`src/rtl/vec_mul_pipe.sv`:
```
// Lane-wise signed vector multiplier with joined input streams, valid/ready backpressure and PIPE_DEPTH stages.
// Define VEC_MUL_SAT_EN to saturate narrowed lanes; otherwise lanes wrap (two's complement).
module vec_mul_pipe #(
  parameter int I_BW       = 8,
  parameter int O_BW       = 16,
  parameter int VECTOR_LEN = 13,
  parameter int PIPE_DEPTH = 2,
  parameter int SHIFT      = 0
) (
  input  logic                         clk_i,
  input  logic                         rst_i,
  input  logic [VECTOR_LEN*I_BW-1:0]   data0_i,
  input  logic                         valid0_i,
  input  logic                         last0_i,
  output logic                         ready0_o,
  input  logic [VECTOR_LEN*I_BW-1:0]   data1_i,
  input  logic                         valid1_i,
  input  logic                         last1_i,
  output logic                         ready1_o,
  output logic [VECTOR_LEN*O_BW-1:0]   data_o,
  output logic                         valid_o,
  output logic                         last_o,
  input  logic                         ready_i,
  output logic                         err_o
);

  localparam int P_BW = 2 * I_BW;
  localparam int D_BW = VECTOR_LEN * O_BW;

  logic [D_BW-1:0]       lane_res;
  logic [D_BW-1:0]       stage_data [PIPE_DEPTH];
  logic [PIPE_DEPTH-1:0] stage_valid;
  logic [PIPE_DEPTH-1:0] stage_last;
  logic [PIPE_DEPTH-1:0] accept;
  logic                  in_valid;
  logic                  xfer;
  logic                  err_reg;

  assign in_valid = valid0_i & valid1_i;
  assign xfer     = in_valid & accept[0];

  genvar gi;

  // Per-lane multiply, arithmetic shift and narrowing (all feeding stage 0).
  for (gi = 0; gi < VECTOR_LEN; gi++) begin : g_lane
    logic signed [I_BW-1:0] a;
    logic signed [I_BW-1:0] b;
    logic signed [P_BW-1:0] prod;
    logic signed [P_BW-1:0] shifted;
    logic        [O_BW-1:0] narrow;

    assign a       = data0_i[gi*I_BW +: I_BW];
    assign b       = data1_i[gi*I_BW +: I_BW];
    assign prod    = P_BW'(a) * P_BW'(b);
    assign shifted = prod >>> SHIFT;

`ifdef VEC_MUL_SAT_EN
    // Fits in O_BW only if every bit from O_BW-1 upward matches the sign.
    logic [P_BW-O_BW:0] hi;
    logic               fits;
    assign hi   = shifted[P_BW-1:O_BW-1];
    assign fits = (&hi) | (~|hi);
    always_comb begin
      narrow = O_BW'(shifted);
      if (!fits) begin
        narrow = shifted[P_BW-1] ? {1'b1, {(O_BW-1){1'b0}}}
                                 : {1'b0, {(O_BW-1){1'b1}}};
      end
    end
`else
    assign narrow = O_BW'(shifted);
`endif

    assign lane_res[gi*O_BW +: O_BW] = narrow;
  end

  // A stage may load when it is empty or the stage after it is moving.
  assign accept[PIPE_DEPTH-1] = ~stage_valid[PIPE_DEPTH-1] | ready_i;
  for (gi = 0; gi < PIPE_DEPTH - 1; gi++) begin : g_accept
    assign accept[gi] = ~stage_valid[gi] | accept[gi+1];
  end

  for (gi = 0; gi < PIPE_DEPTH; gi++) begin : g_stage
    logic            v_reg;
    logic            last_reg;
    logic [D_BW-1:0] data_reg;
    logic            up_valid;
    logic            up_last;
    logic [D_BW-1:0] up_data;

    if (gi == 0) begin : g_src
      assign up_valid = in_valid;
      assign up_last  = last0_i | last1_i;
      assign up_data  = lane_res;
    end else begin : g_src
      assign up_valid = stage_valid[gi-1];
      assign up_last  = stage_last[gi-1];
      assign up_data  = stage_data[gi-1];
    end

    // Payload only captured with a valid beat so idle stages keep quiet.
    always_ff @(posedge clk_i or posedge rst_i) begin
      if (rst_i) begin
        v_reg    <= 1'b0;
        last_reg <= 1'b0;
        data_reg <= '0;
      end else if (accept[gi]) begin
        v_reg <= up_valid;
        if (up_valid) begin
          last_reg <= up_last;
          data_reg <= up_data;
        end
      end
    end

    assign stage_valid[gi] = v_reg;
    assign stage_last[gi]  = last_reg;
    assign stage_data[gi]  = data_reg;
  end

  always_ff @(posedge clk_i or posedge rst_i) begin
    if (rst_i) begin
      err_reg <= 1'b0;
    end else if (xfer && (last0_i != last1_i)) begin
      err_reg <= 1'b1;
    end
  end

  assign ready0_o = accept[0];
  assign ready1_o = accept[0];
  assign data_o   = stage_data[PIPE_DEPTH-1];
  assign valid_o  = stage_valid[PIPE_DEPTH-1];
  assign last_o   = stage_last[PIPE_DEPTH-1];
  assign err_o    = err_reg;

endmodule
```
`config.mk`:
```
export PLATFORM = sky130hd
export DESIGN_NAME = vec_mul_pipe
export DESIGN_NICKNAME = d
export VERILOG_FILES = /design/src/rtl/vec_mul_pipe.sv
export SDC_FILE = /design/constraint.sdc
export NUM_CORES = 2
export LEC_CHECK = 0
export BUFFER_PORTS_ARGS = -buffer_cell sky130_fd_sc_hd__buf_2
export CORE_UTILIZATION = 58
export CTS_BUF_LIST = sky130_fd_sc_hd__clkbuf_2 sky130_fd_sc_hd__clkbuf_4 sky130_fd_sc_hd__clkbuf_8
export DETAILED_ROUTE_END_ITERATION = 8
export MAX_ROUTING_LAYER = met4
export PLACE_DENSITY = 0.78
export SLEW_MARGIN = 20
export SYNTH_ARGS = -nofsm -noshare
export SYNTH_HDL_FRONTEND = slang
export SYNTH_SLANG_ARGS = --single-unit
export TNS_END_PERCENT = 1
```
`constraint.sdc`:
```
create_clock -name clk_i -period 21.1 [get_ports clk_i]
set_clock_uncertainty 0.15 [all_clocks]
set_input_delay 2.11 -clock clk_i [delete_from_list [all_inputs] [get_ports clk_i]]
set_output_delay 2.11 -clock clk_i [all_outputs]
set_load 0.005 [all_outputs]
```
==> metrics <==
Peak VDD IR 0.0966 mV; setup slack of the worst register-to-register path 17640 ps; proportion of register bits with asynchronous set or reset after synthesis 100%; First-pass DRT Iterations 7; row count 104; Layout Utilization 65.2%; main combinational cell family by area after synthesis adder cells; Buffers on Ports 427; # resized after CTS 0; post-detailed-placement cell area 51000 um^2; class of the most critical hold timing path reg2reg; maximum clock frequency 168 MHz; XOR/XNOR share of the synthesized area 3.51%; Syn-to-layout area delta 10.6%; biggest area consumer among synthesized cells fa_1; Final Wtd Congestion 0.918; CP startpoint kind primary input; deepest level of the CTS H-tree 3; antenna-violating nets left 0; Reg clk slew, reported paths 60 ps; wire length on met3 5920 um; Wirelength per Cell 16.5 um; Syn Area/Cell 9.89 um^2; number of enable-type register cells in the synthesized netlist 0; worst slack at placement 14460 ps; final hold violation count 0; Worst Path Max Fanout 8; remaining design rule violation count 0; Hold Path Sink err_o; # clock sinks 421; Post CTS Setup Buffer Count 0; global router's overall resource usage 27.1%; initial antenna violation count 8; largest net degree at the start of global routing 209; Max-Cap Viols 0; leakage component of the power 27.4 nW; fraction of layout cells with a size suffix above 1 13.1%; accumulated negative setup slack 0 ps; register area 10500 um^2; source of the worst register-to-register timing path g_stage[0].v_reg; net count of the mapped netlist 6128; wire length the detailed router placed on met1 44500 um; starting density of the core 58.9%; fin area 52700 um^2; Internal 0.00341 W; nature of the critical path endpoint flop; multiplexer area fraction after synthesis 5.31%; vias post-DR 33732; top cell type's share of synthesized area 30.0%; fill cell instance count of the final layout 6512; switching power total 0.00272 W; Highest Signal Layer met4; slowest stage delay, CP 630 ps; count of unique library cells instantiated by Yosys 55; sequential power share 22.3%; first-pass GRT wire length 176000 um; clock network fraction of total power 14.5%; most common cell after layout, fill and taps aside inv_1; hold-fix buffer count after cts 0; Cells after Synth 4820; headroom to the max-slew limit 33.2%; fin crit share 28.3%; setup repair after global routing missed its margin false; Worst Setup Slack, final 15130 ps; data required time of the critical path 21490 ps; number of cells on the worst reg-to-reg path 7; layout net count 6571; num ports 428; buffer cell driving the clock tree root clkbuf_8; minimum clock period 5970 ps; final cell count without fillers 6389; count of routing violations after the opening detailed-route iteration 1617; Min-Delay Startpoint err_o; launching instance or port of the critical path data1_i[34]; Final HPWL DP 85200 um; Routed WL 105000 um; most frequent cells in the layout inv_1 (1040), fa_1 (715), nand2_1 (547); combinational share of power 63.2%; Compound-Gate Fraction of Synth Area 6.16%; aggregate global routing overflow 0; Crit path top cell by count fa_1; setup violation total in the final timing report 0; die area 83400 um^2; met2 layer wire length in the routed design 51800 um; Power Dens Cells 116 nW/um^2; count of synthesis-stage warnings from yosys 0; most frequently used flop master after synthesis dfrtp_1; Least-Margin Pin Slew 1000 ps; synthesis-stage register bit count 421; insertion delay to the later sink of the worst-skew pair 700 ps; Adder-Cell Fraction of Synth Area 39.9%; critical path arrival 6360 ps; series of cell instances along the critical path buf_2 > nand2_1 > fa_1 > fa_1 > inv_1 > fa_1 > inv_1 > fa_1 > inv_1 > ha_1 > nand4_1 > nor3_1 > or4_1 > o41ai_2 > xnor2_1 > o21ai_1; Slew Limit Fails 0; synthesized-area fraction occupied by and/or/nand/nor cells 14.2%; count of placed standard cells including taps 6243; via count of the first global-routing pass 35546; Max Buffers Root-to-Sink 3; number of clock buffers inserted by TritonCTS 78; Via density 5.28; critical path start-end classification in2reg; sequential area share after synthesis 22.1%; clock tree from TritonCTS yes; switching fraction of total power 44.4%; top post-synthesis cells by area fa_1 (30%), dfrtp_1 (22%), ha_1 (9.9%); run status finished, final reports clean; Synth Cell Area 47700 um^2; WHS Path Cells 1; worst reg2reg path endpoint g_stage[0].data_reg[206]; area of the core 80900 um^2; area occupied by multi-input gates 33000 um^2; die height 289 um; die boundary width 289 um; Worst path slowest cell fa_1
## critical path, delay by kind of cell
| kind | cells | cell delay [ps] |
|---|---|---|
| compound gates | 2 | 330 |
| fa+ha+maj | 5 | 2480 |
| buf+inv | 4 | 340 |
| simple gates | 4 | 950 |
| xor+xnor | 1 | 170 |
## area by class of cell
| cell class | instances | area share (%) |
|---|---|---|
| multi-input combinational | 3286 | 62.5 |
| timing repair buffer | 435 | 4.24 |
| sequential | 421 | 20.0 |
| antenna | 11 | 0.0522 |
| tap | 1060 | 2.51 |
| clock buffer | 108 | 2.59 |
| inverter | 1041 | 7.42 |
| clock inverter | 27 | 0.702 |
## worst max path at each step
stage / depth (start not counted) / slack [ps] / endpoint
finish: 16 / 15130 / g_stage[0].data_reg[79]
global route: 16 / 14940 / g_stage[0].data_reg[77]
CTS: 16 / 15230 / g_stage[0].data_reg[79]
detailed placement: 16 / 14460 / g_stage[0].data_reg[79]
global placement: 17 / 14530 / g_stage[0].data_reg[127]
floorplan: 1 / 7120 / data_o[0]
## kinds of logic (layout without fill, tap and decap cells)
kind of cell	count (synthesis)	after routing
flip-flops	421	421
AO/OA/AOI/OAI	463	463
multiplexers	225	225
buffers and inverters	1113	1611
XOR/XNOR	191	191
adder cells (fa/ha/maj)	1093	1093
other	0	11
AND/OR/NAND/NOR	1314	1314
## power by group through the flow
stage	Combinational, W	Sequential (W)	Clock (W)
2_1_floorplan	0.00286	0.00132	0
3_5_place_dp	0.00387	0.00138	0
3_3_place_gp	0.00376	0.00136	0
6_report	0.00387	0.00137	0.000888
4_1_cts	0.00390	0.00137	0.000917
5_1_grt	0.00443	0.00141	0.000951
## per-layer routing
layer | vias up | track usage, %
met5 | - | -
met4 | 0 | 8.62
met3 | 188 | 4.68
met2 | 781 | 43.9
met1 | 17040 | 34.7
li1 | 15723 | -
## synthesized netlist by cell type, types with 10 or more instances
cell type and n:
inv_1 1041, fa_1 715, nand2_1 548, and2_1 538, dfrtp_1 421, ha_1 378
xnor2_1 126, o21ai_0 120, mux2_2 113, mux2_1 108, a21oi_1 79, nor2b_1 78
xor2_1 65, o21a_1 61, o21ai_1 47, clkbuf_1 44, nand2b_1 40, a21o_1 29
nor2_1 28, o31ai_1 27, nor3_1 23, nand3_1 18, buf_1 15, o21bai_1 15
a211oi_1 13, o2111ai_1 13, a211o_1 12, buf_2 11, o32ai_1 10
## metrics by stage
stage	power (W)	hold WS [ps]
final	0.00613	300
after global routing	0.00679	330
after CTS	0.00619	303
after detailed placement	0.00525	290
after global placement	0.00512	283
after floorplan	0.00418	282
No activity file was read; power rests on OpenSTA's default activity.
